==> src/rtl/rx_frame_deframer.sv <==
// rx_frame_deframer: hunts for the sync header in the received byte stream, then captures the seed and reassembles the payload words.
// Ports:
//   clk, rst_n            - clock, asynchronous active-low reset
//   rx_enable             - receive mode; low aborts to HUNT and suppresses all pulses
//   rx_data, rx_done      - received byte and its one-cycle strobe
//   sync_en               - pulse when the 32-bit seed is complete
//   sync_state_out        - captured seed, held until the next capture
//   payload_word          - assembled 16-bit word, held until the next word
//   payload_valid         - pulse per assembled word
//   next_key_en           - same timing as payload_valid
//   frame_done            - pulse with the last word of a frame
//   frame_err             - pulse on inter-byte timeout
//   locked                - high from sync_en until frame_err, rx_enable low or reset
module rx_frame_deframer #(
    parameter int          PAYLOAD_WORDS  = 16,
    parameter int          TIMEOUT_CYCLES = 50000,
    parameter logic [15:0] SYNC_WORD      = 16'hCAFE
) (
    input  logic        clk,
    input  logic        rst_n,
    input  logic        rx_enable,
    input  logic [7:0]  rx_data,
    input  logic        rx_done,
    output logic        sync_en,
    output logic [31:0] sync_state_out,
    output logic [15:0] payload_word,
    output logic        payload_valid,
    output logic        next_key_en,
    output logic        frame_done,
    output logic        frame_err,
    output logic        locked
);
    localparam int TW = $clog2(TIMEOUT_CYCLES);
    localparam int WW = $clog2(PAYLOAD_WORDS + 1);
    localparam logic [TW-1:0] TMO_MAX = TW'(TIMEOUT_CYCLES - 1);
    localparam logic [WW-1:0] WLAST   = WW'(PAYLOAD_WORDS - 1);

    typedef enum logic [1:0] {HUNT, GOT_HI, SEED, PAYLOAD} state_t;

    state_t        state_q, state_d;
    logic [1:0]    idx_q, idx_d;
    logic [23:0]   seed_q, seed_d;
    logic [7:0]    hi_q, hi_d;
    logic [WW-1:0] wcnt_q, wcnt_d;
    logic [TW-1:0] tmo_q, tmo_d;
    logic [31:0]   sync_state_q, sync_state_d;
    logic [15:0]   payload_word_q, payload_word_d;
    logic          sync_en_q, sync_en_d;
    logic          payload_valid_q, payload_valid_d;
    logic          frame_done_q, frame_done_d;
    logic          frame_err_q, frame_err_d;
    logic          locked_q, locked_d;

    always_comb begin
        state_d         = state_q;
        idx_d           = idx_q;
        seed_d          = seed_q;
        hi_d            = hi_q;
        wcnt_d          = wcnt_q;
        tmo_d           = tmo_q;
        sync_state_d    = sync_state_q;
        payload_word_d  = payload_word_q;
        sync_en_d       = 1'b0;
        payload_valid_d = 1'b0;
        frame_done_d    = 1'b0;
        frame_err_d     = 1'b0;
        locked_d        = locked_q;
        if (!rx_enable) begin
            state_d  = HUNT;
            tmo_d    = '0;
            locked_d = 1'b0;
        end else if (rx_done) begin
            // an accepted byte always restarts the timeout, even in its expiry cycle
            tmo_d = '0;
            case (state_q)
                HUNT: state_d = (rx_data == SYNC_WORD[15:8]) ? GOT_HI : HUNT;
                GOT_HI: begin
                    idx_d   = '0;
                    state_d = (rx_data == SYNC_WORD[7:0])  ? SEED :
                              (rx_data == SYNC_WORD[15:8]) ? GOT_HI : HUNT;
                end
                SEED: begin
                    seed_d = {seed_q[15:0], rx_data};
                    idx_d  = idx_q + 2'd1;
                    if (idx_q == 2'd3) begin
                        sync_state_d = {seed_q, rx_data};
                        sync_en_d    = 1'b1;
                        locked_d     = 1'b1;
                        wcnt_d       = '0;
                        idx_d        = '0;
                        state_d      = PAYLOAD;
                    end
                end
                PAYLOAD: begin
                    // idx_q[0] tracks the byte parity within the current word
                    idx_d = {1'b0, ~idx_q[0]};
                    hi_d  = idx_q[0] ? hi_q : rx_data;
                    if (idx_q[0]) begin
                        payload_word_d  = {hi_q, rx_data};
                        payload_valid_d = 1'b1;
                        wcnt_d          = wcnt_q + WW'(1);
                        if (wcnt_q == WLAST) begin
                            frame_done_d = 1'b1;
                            state_d      = HUNT;
                        end
                    end
                end
                default: state_d = HUNT;
            endcase
        end else if (state_q != HUNT) begin
            if (tmo_q == TMO_MAX) begin
                frame_err_d = 1'b1;
                locked_d    = 1'b0;
                tmo_d       = '0;
                state_d     = HUNT;
            end else begin
                tmo_d = tmo_q + TW'(1);
            end
        end
    end

    always_ff @(posedge clk or negedge rst_n) begin
        if (!rst_n) begin
            state_q         <= HUNT;
            idx_q           <= '0;
            seed_q          <= '0;
            hi_q            <= '0;
            wcnt_q          <= '0;
            tmo_q           <= '0;
            sync_state_q    <= '0;
            payload_word_q  <= '0;
            sync_en_q       <= 1'b0;
            payload_valid_q <= 1'b0;
            frame_done_q    <= 1'b0;
            frame_err_q     <= 1'b0;
            locked_q        <= 1'b0;
        end else begin
            state_q         <= state_d;
            idx_q           <= idx_d;
            seed_q          <= seed_d;
            hi_q            <= hi_d;
            wcnt_q          <= wcnt_d;
            tmo_q           <= tmo_d;
            sync_state_q    <= sync_state_d;
            payload_word_q  <= payload_word_d;
            sync_en_q       <= sync_en_d;
            payload_valid_q <= payload_valid_d;
            frame_done_q    <= frame_done_d;
            frame_err_q     <= frame_err_d;
            locked_q        <= locked_d;
        end
    end

    assign sync_en        = sync_en_q;
    assign sync_state_out = sync_state_q;
    assign payload_word   = payload_word_q;
    assign payload_valid  = payload_valid_q;
    assign next_key_en    = payload_valid_q;
    assign frame_done     = frame_done_q;
    assign frame_err      = frame_err_q;
    assign locked         = locked_q;
endmodule

==> config.mk <==
export PLATFORM = sky130hd
export DESIGN_NAME = rx_frame_deframer
export DESIGN_NICKNAME = d
export VERILOG_FILES = /design/src/rtl/rx_frame_deframer.sv
export SDC_FILE = /design/constraint.sdc
export NUM_CORES = 1
export LEC_CHECK = 0
export BUFFER_PORTS_ARGS = -buffer_cell sky130_fd_sc_hd__buf_2
export CELL_PAD_IN_SITES_DETAIL_PLACEMENT = 0
export CELL_PAD_IN_SITES_GLOBAL_PLACEMENT = 2
export CORE_MARGIN = 2
export CORE_UTILIZATION = 39
export DETAILED_ROUTE_END_ITERATION = 10
export PLACE_DENSITY_LB_ADDON = 0.25
export REMOVE_ABC_BUFFERS = 1
export SYNTH_ARGS = -nofsm -noshare
export SYNTH_HDL_FRONTEND = slang
export SYNTH_SLANG_ARGS = --single-unit
==> constraint.sdc <==
create_clock -name clk -period 2.25 [get_ports clk]
set_input_delay 0.45 -clock clk [delete_from_list [all_inputs] [get_ports clk]]
set_output_delay 0.45 -clock clk [all_outputs]
set_load 0.01 [all_outputs]
==> results of run 1 <==
## worst reg2reg max path: cells and delay by family (launching register included)
family / cells / cell delay (ps)
compound gates: 1 / 180
simple gates: 3 / 990
fa+ha+maj: 1 / 260
flops: 1 / 410
## registers in the layout, summed over array words and instances (netlist names)
name	cells
sync_state_out	32
seed_q	24
payload_word	16
tmo_q	16
hi_q	8
wcnt_q	5
idx_q	2
state_q	2
frame_done	1
frame_err	1
locked	1
next_key_en	1
sync_en	1
## cells in the mapped netlist, types with 2 or more instances
cell      number  area share (%)
o21ai_0       10             1.1
xor2_1         2            0.38
and3_1         2            0.27
mux2_2        80              20
nor3_1         6            0.66
or3_1          2            0.27
nor4_1         5            0.68
a22o_1         2            0.38
buf_2         11             1.2
inv_1          8            0.66
nand2_1       10            0.82
a31oi_1        5            0.68
a211oi_1       2            0.33
a21oi_1        7            0.76
nand3_1        9            0.98
nor2_1        18             1.5
nand2b_1       2            0.27
and4_1         3            0.57
clkbuf_1       2            0.16
ha_1           4             1.1
xnor2_1        8             1.5
nand4_1        7            0.96
a31o_2         2            0.38
or4_1          4            0.66
dfrtp_1      110              60
## routing by layer
metal	share of wire, %	up-vias
li1	-	1380
met1	49	1452
met2	46	64
met3	3.8	11
met4	2.0	0
met5	0	-
## logic make-up (layout without fill, tap and decap cells)
family / count (synthesis) / in the layout / share of synthesized area (%)
compound gates: 34 / 34 / 4.73
xor+xnor: 10 / 10 / 1.91
fa+ha+maj: 4 / 4 / 1.09
buf+inv: 22 / 95 / 2.19
flops: 110 / 110 / 60.1
mux: 81 / 81 / 19.9
simple gates: 79 / 79 / 10.1
## path summary, 6_finish.rpt
path	startpoint	endpoint	slack [ps]	cells after the start
max	tmo_q[0]	tmo_q[13]	330	5
min	rst_n	sync_state_out[30]	160	2
max reg2reg	tmo_q[0]	tmo_q[13]	330	5
min reg2reg	sync_state_out[24]	sync_state_out[24]	500	1
max in group asynchronous	rst_n	locked	1640	2
min in group clk	rx_data[7]	seed_q[7]	400	2
## final cells by class
| cell class | instances | area (um^2) |
|---|---|---|
| Clock buffer | 9 | 225 |
| Clock inverter | 7 | 80.1 |
| Fill cell | 1090 | 6020 |
| Inverter | 8 | 30.0 |
| Multi-Input combinational cell | 208 | 1730 |
| Sequential cell | 110 | 2750 |
| Tap cell | 143 | 179 |
| Timing Repair Buffer | 71 | 398 |
## where the power goes
group          switching, uW  internal, uW
Clock                    739           881
Sequential             0.244          1980
Combinational           71.3          19.3
## per-stage QoR
| step | instances | area, um^2 | util [%] | hold WS, ps |
|---|---|---|---|---|
| global route | 556 | 5390 | 47.2 | 206 |
| floorplan | 326 | 4510 | - | 154 |
| detailed placement | 540 | 5090 | 44.6 | 487 |
| CTS | 556 | 5390 | 47.2 | 198 |
| global placement | 540 | 5090 | 44.6 | 482 |
| finish | 556 | 5390 | 47.2 | 158 |
==> metrics.txt, run 1 <==
commonest cells after routing, fill and taps aside dfrtp_1, mux2_2, buf_2, nor2_1; Post-Syn Area 0.00458 mm^2; min setup slack post-route 334 ps; met2 Use GR 23.7%; Post-synth EDFFs 0; Die X 112 um; hpwl dp 6010 um; CP Cell Sequence ha_1 -> and4_1 -> and4_1 -> or4_1 -> a31oi_1; Crit-path slowest cell or4_1; RePlAce Congestion 0.825; static leakage 0.00279 uW; met1 Use GR 21.4%; max cap viols 0; # clock sinks 110; GR Layer Usage met3 3.35%; Antenna Cells 0; worst path arrival time 2180 ps; Skew-Pair Late Insertion Delay 350 ps; Worst Path Max Fanout 5; synth unique cells 44; setup TNS 0 ps; Avg Cell Area, Syn 13.5 um^2; Worst Setup Start Kind flop; synthesis-to-layout area growth 17.8%; Worst Skew 6.85 ps; register bit total from synthesis 110; row count 39; Final Hold Fails 0; final cycle utilization of the critical path 85.2%; post-detailed-route wirelength per cell 16.1 um; GRT Util Overall 15.5%; Via density 5.23; first-pass GRT wire length 15300 um; status finished clean; remaining antenna violation count after routing 0; Post-Synthesis Cells 340; CTS H-tree lvls 3; worst endpoint required time 2510 ps; Root Driver clkbuf_16; Achievable Freq 522 MHz; pre-CTS WS 336 ps; pin count of the biggest net entering global routing 111; Nets 424; Die Area 0.0126 mm^2; Rel. slew slack 61.2%; ratio of cells with drive above 1 in the final layout 42.1%; buffer and inverter count on the worst path 0; minimum clock period 1920 ps; vias in the first global route 2952; # Post-CTS Setup Buffers 0; remaining global-route overflow 0; Starting Density 40.1%; drt pass-1 iters 4; # DRC 0; initial drt markers 135; total wire length after detailed routing 8930 um; commonest non-fill, non-tap cell in the layout dfrtp_1; CORE AREA 0.0114 mm^2; CP peak stage delay 520 ps; cell family with most CP delay simple AND/OR/NAND/NOR gates; fin. max-slew vios 0; yosys warns 0; Synth Flop Type dfrtp_1; worst vdd ir 0.380 mV; DR vias 2907; worst setup path class flop to flop; cts repair resizes 0; Pwr Density 683 mW/mm^2; CTS clk-pin slew, worst paths 70 ps; crit-path most repeated cell and4_1; Buffers on Ports 65; io pins 66; Hold Buf Count CTS 0; GRT busiest layer met2; Num CTS Buffers 9; height of the die 112 um; worst hold path type input pin to asynchronous set/reset pin; RSZ-0062 raised after global routing no; CTS tree built; Seq/Total Area, Yosys 60.1%; initial antenna violation count 0; Pwr Total 3690 uW; Max Buffers Root-to-Sink 2; FFs w/ async S/R, synth 100%; setup violators final 0; actual slew at the worst max-slew pin 583 ps; Worst setup EP type flop
Note: power is estimated with default switching activity, not from simulation.
==> run 2: changes to the inputs <==
Settings changed: REMOVE_ABC_BUFFERS 1 to not set.
==> run 2 against run 1 <==
  * Die area stayed put
  * Non-clock buffer count is 7 higher
  * Global-route usage is 0.16 points higher
  * Routed wire length is 3.2% higher
  * Flip-flop and latch count stayed put
  * First-iteration DRC count is 26% lower
  * Critical path depth stayed put
  * Design area is 0.70% higher
  * Clock power hardly changed
==> metrics.txt, run 2 (same netlist as run 1, synthesis figures left out) <==
Final Hold Fails 0; Worst setup EP type flop; cts repair resizes 0; RePlAce Congestion 0.812; Achievable Freq 534 MHz; fillers 1052; Core Util, Final 47.6%; max FFs per register 32; row count 39; actual slew at the worst max-slew pin 426 ps; remaining global-route overflow 0; pin count of the biggest net entering global routing 34; final cycle utilization of the critical path 83.2%; Pwr Density 681 mW/mm^2; ratio of cells with drive above 1 in the final layout 42.7%; Die X 112 um; GRT Util Overall 15.6%; Worst Skew 8.28 ps; max cap viols 0; worst path arrival time 2130 ps; total wire length after detailed routing 9210 um; CORE AREA 0.0114 mm^2; hpwl dp 6410 um; fin. max-slew vios 0; initial antenna violation count 0; vias in the first global route 3041; Nets 431; minimum clock period 1870 ps; Worst Path Max Fanout 5; Starting Density 40.1%; Skew-Pair Late Insertion Delay 340 ps; worst setup path class flop to flop; # DRC 0; Via density 5.19; height of the die 112 um; Worst Setup Start Kind flop; setup TNS 0 ps; initial drt markers 100; Num CTS Buffers 9; CTS H-tree lvls 3; status finished clean; commonest non-fill, non-tap cell in the layout dfrtp_1; # Post-CTS Setup Buffers 0; commonest cells after routing, fill and taps aside dfrtp_1, mux2_2, buf_2, nor2_1, buf_4; worst endpoint required time 2510 ps; Antenna Cells 0; Buffers on Ports 65; worst vdd ir 0.316 mV; post-detailed-route wirelength per cell 16.4 um; RSZ-0062 raised after global routing no; remaining antenna violation count after routing 0; first-pass GRT wire length 15600 um; static leakage 0.00281 uW; io pins 66; Root Driver clkbuf_16; Syn Nets 356; setup violators final 0; worst hold path type input pin to asynchronous set/reset pin; # clock sinks 110; synthesis-to-layout area growth 18.6%; Hold Buf Count CTS 0; DR vias 2917; Die Area 0.0126 mm^2; CTS tree built; drt pass-1 iters 4; CTS clk-pin slew, worst paths 70 ps; Max Buffers Root-to-Sink 2; Rel. slew slack 71.5%
-- run 2: cell type report --
cell class / instances / area (um^2) / area share (%)
well taps: 143 / 179 / 3.29
multi-input cells: 208 / 1730 / 31.8
repair buffers: 78 / 438 / 8.06
inverters: 8 / 30.0 / 0.553
clock buffers: 10 / 239 / 4.40
clock inverters: 5 / 66.3 / 1.22
flip-flops and latches: 110 / 2750 / 50.7
-- run 2: worst max-delay path, stage by stage, from the launching register on --
cell and delay [ps]:
dfrtp_1 400, ha_1 240, and4_1 210, and4_1 250, or4_1 520, a31oi_1 170
-- run 2: through the flow --
step / total power [uW] / hold WS (ps) / cells / setup WS (ps) / area [um^2]
6_report: 3700 / 31.9 / 562 / 378 / 5430
5_1_grt: 3850 / 61.2 / 562 / 308 / 5430
4_1_cts: 3750 / 35.1 / 562 / 384 / 5430
3_5_place_dp: 2120 / 409 / 547 / 401 / 5130
3_3_place_gp: 2110 / 411 / 547 / 427 / 5130
2_1_floorplan: 2040 / 154 / 340 / 496 / 4580
-- run 2: where the power goes --
| part | switching (uW) | internal, uW |
|---|---|---|
| combinational | 74.0 | 22.0 |
| sequential | 0.213 | 1980 |
| clock | 723 | 902 |
-- run 2: final timing paths --
check / start / to / slack, ps / cells past startpoint
min in group clk: rx_data[3] / hi_q[3] / 420 / 2
max: tmo_q[0] / tmo_q[14] / 380 / 5
min reg2reg: sync_state_out[15] / sync_state_out[15] / 500 / 1
max reg2reg: tmo_q[0] / tmo_q[14] / 380 / 5
max in group asynchronous: rst_n / frame_done / 1460 / 2
min: rst_n / sync_state_out[25] / 30 / 1
-- run 2: metal layers --
layer / vias up / global-route usage (%) / routed length, um
li1: 1387 / - / -
met1: 1470 / 21.5 / 4410
met2: 52 / 24.1 / 4300
met3: 8 / 4.00 / 356
met4: 0 / 5.77 / 146
met5: - / 0 / 0
